<file path="src/rtl/uart_bus_sequencer.sv">
// Multi-cycle rdn/wrn strobe sequencer for the CPLD UART sharing the base-RAM byte lane.
// Optional watchdog on the transmitter-ready waits: define UART_BUS_TIMEOUT_EN.
module uart_bus_sequencer #(
  parameter logic [31:0] DATA_ADDR  = 32'hBFD003F8,
  parameter logic [31:0] STAT_ADDR  = 32'hBFD003FC,
  parameter int unsigned RD_LOW_CYC = 2,
  parameter int unsigned WR_LOW_CYC = 2
`ifdef UART_BUS_TIMEOUT_EN
  , parameter int unsigned TIMEOUT_CYC = 1024
`endif
) (
  input  logic        clk,
  input  logic        rst,
  input  logic        req_i,
  input  logic        we_i,
  input  logic [31:0] addr_i,
  input  logic [7:0]  wdata_i,
  output logic [31:0] rdata_o,
  output logic        ack_o,
  output logic        stall_o,
  output logic        err_o,
  input  logic        tbre,
  input  logic        tsre,
  input  logic        data_ready,
  input  logic [7:0]  bus_d_i,
  output logic [7:0]  bus_d_o,
  output logic        bus_oe_o,
  output logic        ram_ce_n_o,
  output logic        rdn,
  output logic        wrn
);

  localparam int unsigned CNT_W = 4;
  localparam int unsigned TO_W  = 16;

  typedef enum logic [2:0] {
    S_IDLE, S_RD_LOW, S_WR_SETUP, S_WR_LOW, S_WR_HOLD, S_WAIT_TBRE, S_WAIT_TSRE, S_DONE
  } state_t;

  state_t             r_state, w_next;
  logic [CNT_W-1:0]   r_cnt, w_cnt_next;
  logic [2:0]         r_sync_m, r_sync_s;
  logic               r_rdn, r_wrn, r_oe, r_ce_n, r_ack;
  logic [7:0]         r_bus_d;
  logic [31:0]        r_rdata;
  logic               w_tbre_s, w_tsre_s, w_dr_s;
  logic               w_is_data, w_is_stat, w_idle_req, w_imm_ack_c;
  logic [31:0]        w_status;

  // Two-flop synchronisers for the CPLD flags: {data_ready, tsre, tbre}
  always_ff @(posedge clk or posedge rst) begin
    if (rst) begin
      r_sync_m <= '0;
      r_sync_s <= '0;
    end else begin
      r_sync_m <= {data_ready, tsre, tbre};
      r_sync_s <= r_sync_m;
    end
  end

  assign w_tbre_s    = r_sync_s[0];
  assign w_tsre_s    = r_sync_s[1];
  assign w_dr_s      = r_sync_s[2];
  assign w_is_data   = (addr_i == DATA_ADDR);
  assign w_is_stat   = (addr_i == STAT_ADDR);
  assign w_idle_req  = (r_state == S_IDLE) && req_i;
  assign w_imm_ack_c = w_idle_req && !w_is_data;
  assign w_status    = {30'b0, w_dr_s, w_tbre_s & w_tsre_s};

`ifdef UART_BUS_TIMEOUT_EN
  logic [TO_W-1:0] r_to_cnt;
  logic            r_err, w_err_next, w_waiting;

  assign w_waiting = (r_state == S_WAIT_TBRE) || (r_state == S_WAIT_TSRE);

  // Watchdog restarts from zero each time WAIT_TBRE is entered
  always_ff @(posedge clk or posedge rst) begin
    if (rst) begin
      r_to_cnt <= '0;
      r_err    <= 1'b0;
    end else begin
      r_err <= w_err_next;
      if (w_waiting) r_to_cnt <= r_to_cnt + TO_W'(1);
      else           r_to_cnt <= '0;
    end
  end

  assign err_o = r_err;
`else
  assign err_o = 1'b0;
`endif

  // Next-state logic
  always_comb begin
    w_next     = r_state;
    w_cnt_next = '0;
`ifdef UART_BUS_TIMEOUT_EN
    w_err_next = 1'b0;
`endif
    case (r_state)
      S_IDLE: begin
        if (req_i && w_is_data) w_next = we_i ? S_WR_SETUP : S_RD_LOW;
      end
      S_RD_LOW: begin
        if (r_cnt == CNT_W'(RD_LOW_CYC - 1)) w_next = S_DONE;
        else                                 w_cnt_next = r_cnt + CNT_W'(1);
      end
      S_WR_SETUP: w_next = S_WR_LOW;
      S_WR_LOW: begin
        if (r_cnt == CNT_W'(WR_LOW_CYC - 1)) w_next = S_WR_HOLD;
        else                                 w_cnt_next = r_cnt + CNT_W'(1);
      end
      S_WR_HOLD:   w_next = S_WAIT_TBRE;
      S_WAIT_TBRE: if (w_tbre_s) w_next = S_WAIT_TSRE;
      S_WAIT_TSRE: if (w_tsre_s) w_next = S_DONE;
      S_DONE:      w_next = S_IDLE;
      default:     w_next = S_IDLE;
    endcase
`ifdef UART_BUS_TIMEOUT_EN
    if (w_waiting && (r_to_cnt == TO_W'(TIMEOUT_CYC - 1))) begin
      w_next     = S_DONE;
      w_err_next = 1'b1;
    end
`endif
  end

  // State register and registered bus outputs, all decoded from the next state
  always_ff @(posedge clk or posedge rst) begin
    if (rst) begin
      r_state <= S_IDLE;
      r_cnt   <= '0;
      r_rdn   <= 1'b1;
      r_wrn   <= 1'b1;
      r_oe    <= 1'b0;
      r_ce_n  <= 1'b0;
      r_ack   <= 1'b0;
      r_bus_d <= '0;
      r_rdata <= '0;
    end else begin
      r_state <= w_next;
      r_cnt   <= w_cnt_next;
      r_rdn   <= (w_next != S_RD_LOW);
      r_wrn   <= (w_next != S_WR_LOW);
      r_oe    <= (w_next inside {S_WR_SETUP, S_WR_LOW, S_WR_HOLD});
      r_ce_n  <= (w_next != S_IDLE);
      r_ack   <= (w_next == S_DONE);
      if (w_idle_req && w_is_data && we_i) r_bus_d <= wdata_i;
      if ((r_state == S_RD_LOW) && (w_next == S_DONE)) r_rdata <= 32'(bus_d_i);
    end
  end

  // Status and unmapped accesses complete combinationally in IDLE
  assign rdata_o    = w_imm_ack_c ? (w_is_stat ? w_status : 32'b0) : r_rdata;
  assign ack_o      = r_ack | w_imm_ack_c;
  assign stall_o    = req_i & ~ack_o;
  assign rdn        = r_rdn;
  assign wrn        = r_wrn;
  assign bus_oe_o   = r_oe;
  assign bus_d_o    = r_bus_d;
  assign ram_ce_n_o = r_ce_n;

endmodule
</file>
<file path="config.mk">
export PLATFORM = sky130hd
export DESIGN_NAME = uart_bus_sequencer
export DESIGN_NICKNAME = d
export VERILOG_FILES = /design/src/rtl/uart_bus_sequencer.sv
export SDC_FILE = /design/constraint.sdc
export NUM_CORES = 1
export LEC_CHECK = 0
export BUFFER_PORTS_ARGS = -buffer_cell sky130_fd_sc_hd__clkbuf_2
export CAP_MARGIN = 15
export CELL_PAD_IN_SITES_DETAIL_PLACEMENT = 2
export CELL_PAD_IN_SITES_GLOBAL_PLACEMENT = 2
export CORE_MARGIN = 2
export CORE_UTILIZATION = 24
export CTS_CLUSTER_SIZE = 20
export DETAILED_ROUTE_END_ITERATION = 7
export HOLD_SLACK_MARGIN = 0.03
export PLACE_DENSITY = 0.79
export SKIP_LAST_GASP = 1
export SYNTH_ARGS = -nofsm -noshare
export SYNTH_HDL_FRONTEND = slang
export SYNTH_SLANG_ARGS = --single-unit
export TNS_END_PERCENT = 50
</file>
<file path="constraint.sdc">
create_clock -name clk -period 2.5 [get_ports clk]
set_input_delay 0.125 -clock clk [delete_from_list [all_inputs] [get_ports clk]]
set_output_delay 0.125 -clock clk [all_outputs]
set_load 0.02 [all_outputs]
</file>
==> results.cfg <==
[clock_network]
clock_latency_ns = 0.28
htreeDepth = 2
cts_tree = done
cts_post_setup_buffers_inserted = 0
clockBufferDepth = 2
numClockSinks = 34
clk_pin_slew_worst_paths_ns = 0.07
numCtsBuffers = 5
root_buffer = clkbuf_8

[die]
dieWidth_um = 88.9
num_rows = 30
core_um2 = 6870
initial_utilization_pct = 25.2
pin_count = 102
dieArea_um2 = 7890
die_height_um = 88.9

[hold_path]
holdPathStages = 2
hold_end = bus_d_o[3]$_DFFE_PP0P_
hp-start = wdata_i[3]
hold_class = input port to flip-flop

[logic_synthesis]
synthXorXnorAreaFrac_pct = 1.01
synth_top_family_by_area = simple AND/OR/NAND/NOR gates
yosys.area_share.simple_pct = 18.1
synth_fa_ha_area_share_pct = 0
syn_area_um2 = 1730
ys_warn_count = 0
synth-compound-area-share_pct = 4.78
yosysSeqAreaShare_pct = 49.4
ys_ff_latch = 34
synth.mux.area_fraction_pct = 12.8
synth.avg_cell_area_um2 = 11.0
syn_inst = 157
synth_cell_types = 36

[run]
cap_violations = 0

[power]
ir_drop_uv = 249
p_per_area_nw_per_um2 = 884
leakagePower_nw = 1.19
p_total_w = 0.00200

[worst_setup_path]
r2r_end = bus_d_o[1]$_DFFE_PP0P_
ff2ff_setup_slack_ns = 0.49
cp-start-kind = input port
crit_type = input port to output pin
critPathRequiredTime_ns = 2.38
cp_max_fo = 9
rr_worst_depth = 4
endpoint_kind = output pin
worstReg2RegStart = r_state[0]$_DFF_PP0_
cp.arrival_ns = 2.16

[sta]
finalHoldViolCount = 0
post-route-period-util_pct = 91.3
fin_tns_setup_ns = 0
finalCriticalPeriod_ns = 2.28
skew_ns = 0.00511
timing.fmax_mhz = 438
maxSlewViolCount = 0
setup_violations = 0
rsz0062_at_grt = false

[route]
vias_per_cell = 4.24
dr.first_iter.drc_count = 16
drc = 0
wl_mm = 4.58
drtPass1Iterations = 3
antenna_left = 0
via_count = 1433
wire_per_inst_um = 13.5

[global_route]
gr-total-overflow = 0
grt_pass1_wl_mm = 6.90
first_global_vias = 1477
grt_util_all_layers_pct = 11.6
grt_max_degree = 35
grt_antenna_before_repair = 0

[layout]
layout.nets = 296
fillCellCount = 799
design_area_um2 = 2260
stdcell_count = 338
diodes = 0
layout-drive-gt1-share_pct = 45.0
multi_input_area_um2 = 731
seq_area_um2 = 853
area_growth_pct = 30.8
final_core_util_pct = 32.9

[status]
status = finished clean

[placed_design]
post_dp_cell_area_um2 = 2130
placedCellCount = 326
io_buffers = 76
gp_congestion = 0.700
dp_hpwl_mm = 3.52
==> worst max-delay path, stage by stage <==
cell and delay, ns:
clkbuf_2 0.08, or4b_1 0.52, or4_4 0.57, nor3_1 0.26, nor2_2 0.16, or2_2 0.29
clkbuf_2 0.16
==> power by group <==
group | switching [W] | internal [W]
clock network | 0.000182 | 0.000222
registers | 0.0000981 | 0.000690
logic | 0.000476 | 0.000330
total | 0.000757 | 0.00124
==> cells in the final DEF (no fill, tap or decap), types with 6 or more instances in the layout <==
cell type | synthesis | routed
dfrtp_1 | 32 | 32
mux2_4 | 8 | 8
nor2_1 | 7 | 6
o21ai_0 | 6 | 6
clkbuf_2 | 0 | 76
clkbuf_8 | 0 | 6
conb_1 | 1 | 25
nor2b_1 | 8 | 8
mux2_2 | 9 | 9
nand2_1 | 8 | 8
inv_1 | 6 | 6
==> state kept, by name (all words and copies together) (netlist names) <==
| register | count |
|---|---|
| r_cnt | 4 |
| ram_ce_n_o | 1 |
| wrn | 1 |
| r_sync_m | 3 |
| r_ack | 1 |
| bus_oe_o | 1 |
| rdn | 1 |
| bus_d_o | 8 |
| r_rdata | 8 |
| r_state | 3 |
| r_sync_s | 3 |
==> how the worst max path moves through the flow <==
stage / cells after the start / to / startpoint
floorplan: 5 / bus_d_o[0]$_DFFE_PP0P_ / addr_i[19]
global placement: 5 / bus_d_o[0]$_DFFE_PP0P_ / addr_i[19]
detailed placement: 5 / bus_d_o[4]$_DFFE_PP0P_ / addr_i[19]
CTS: 5 / ack_o / r_state[0]$_DFF_PP0_
global route: 7 / ack_o / addr_i[19]
finish: 7 / ack_o / addr_i[19]
==> cell usage after synthesis <==
cell	n	area (um^2)
or3_1	1	6.26
nand2b_1	3	18.8
a21oi_1	3	15.0
and3_1	2	12.5
dfrtp_1	32	801
inv_1	6	22.5
nand4b_1	1	8.76
or4_4	2	22.5
o21ai_0	6	30.0
or2_2	1	6.26
nand4_1	3	18.8
nand3_1	5	25.0
or4b_1	1	10.0
nand2_1	8	30.0
nor2_1	7	26.3
dfstp_2	2	52.6
conb_1	1	3.75
mux2_2	9	101
nor3_1	3	15.0
nor2b_1	8	50.1
nand3b_1	2	15.0
nor4b_1	1	8.76
buf_4	25	188
nor3b_1	1	7.51
and4_1	1	8.76
o22ai_1	1	6.26
and4b_1	1	10.0
mux2_4	8	120
a31oi_1	1	6.26
nor4_1	2	12.5
xor2_1	2	17.5
o21a_1	1	7.51
a21boi_0	1	7.51
buf_6	1	11.3
clkbuf_1	4	15.0
a41o_1	1	10.0
==> routing by layer <==
metal	share of wire [%]	global-route usage [%]
met1	37	12.3
met2	52	21.6
met3	10	3.64
met4	1.0	3.72
met5	0	0
==> cells by family (layout without fill, tap and decap cells) <==
family,count (synthesis),in the layout
simple gates,53,53
mux,17,17
compound gates,14,14
flops,34,34
other cells,1,25
buf+inv,36,97
xor+xnor,2,2
==> what timing repair did <==
action                                 in CTS  in global routing
endpoints found under the hold margin      35                  0
gates resized for setup                     0                  1
hold buffers                                4                  0
setup endpoints to repair                   0                  5
==> metrics by stage <==
step	worst slack, ns	hold slack [ns]
after floorplan	0.263	0.156
after global routing	0.0912	0.0594
final	0.217	0.0740
after CTS	0.151	0.0643
after detailed placement	0.127	0.230
after global placement	0.133	0.222
==> final cells by class <==
type | instances | area share [%]
clock inverter | 1 | 0.221
multi-input combinational | 111 | 32.3
tap | 96 | 5.31
inverter | 6 | 0.996
clock buffer | 7 | 3.82
timing repair buffer | 83 | 19.6
sequential | 34 | 37.7
No activity file was read; power rests on OpenSTA's default activity.
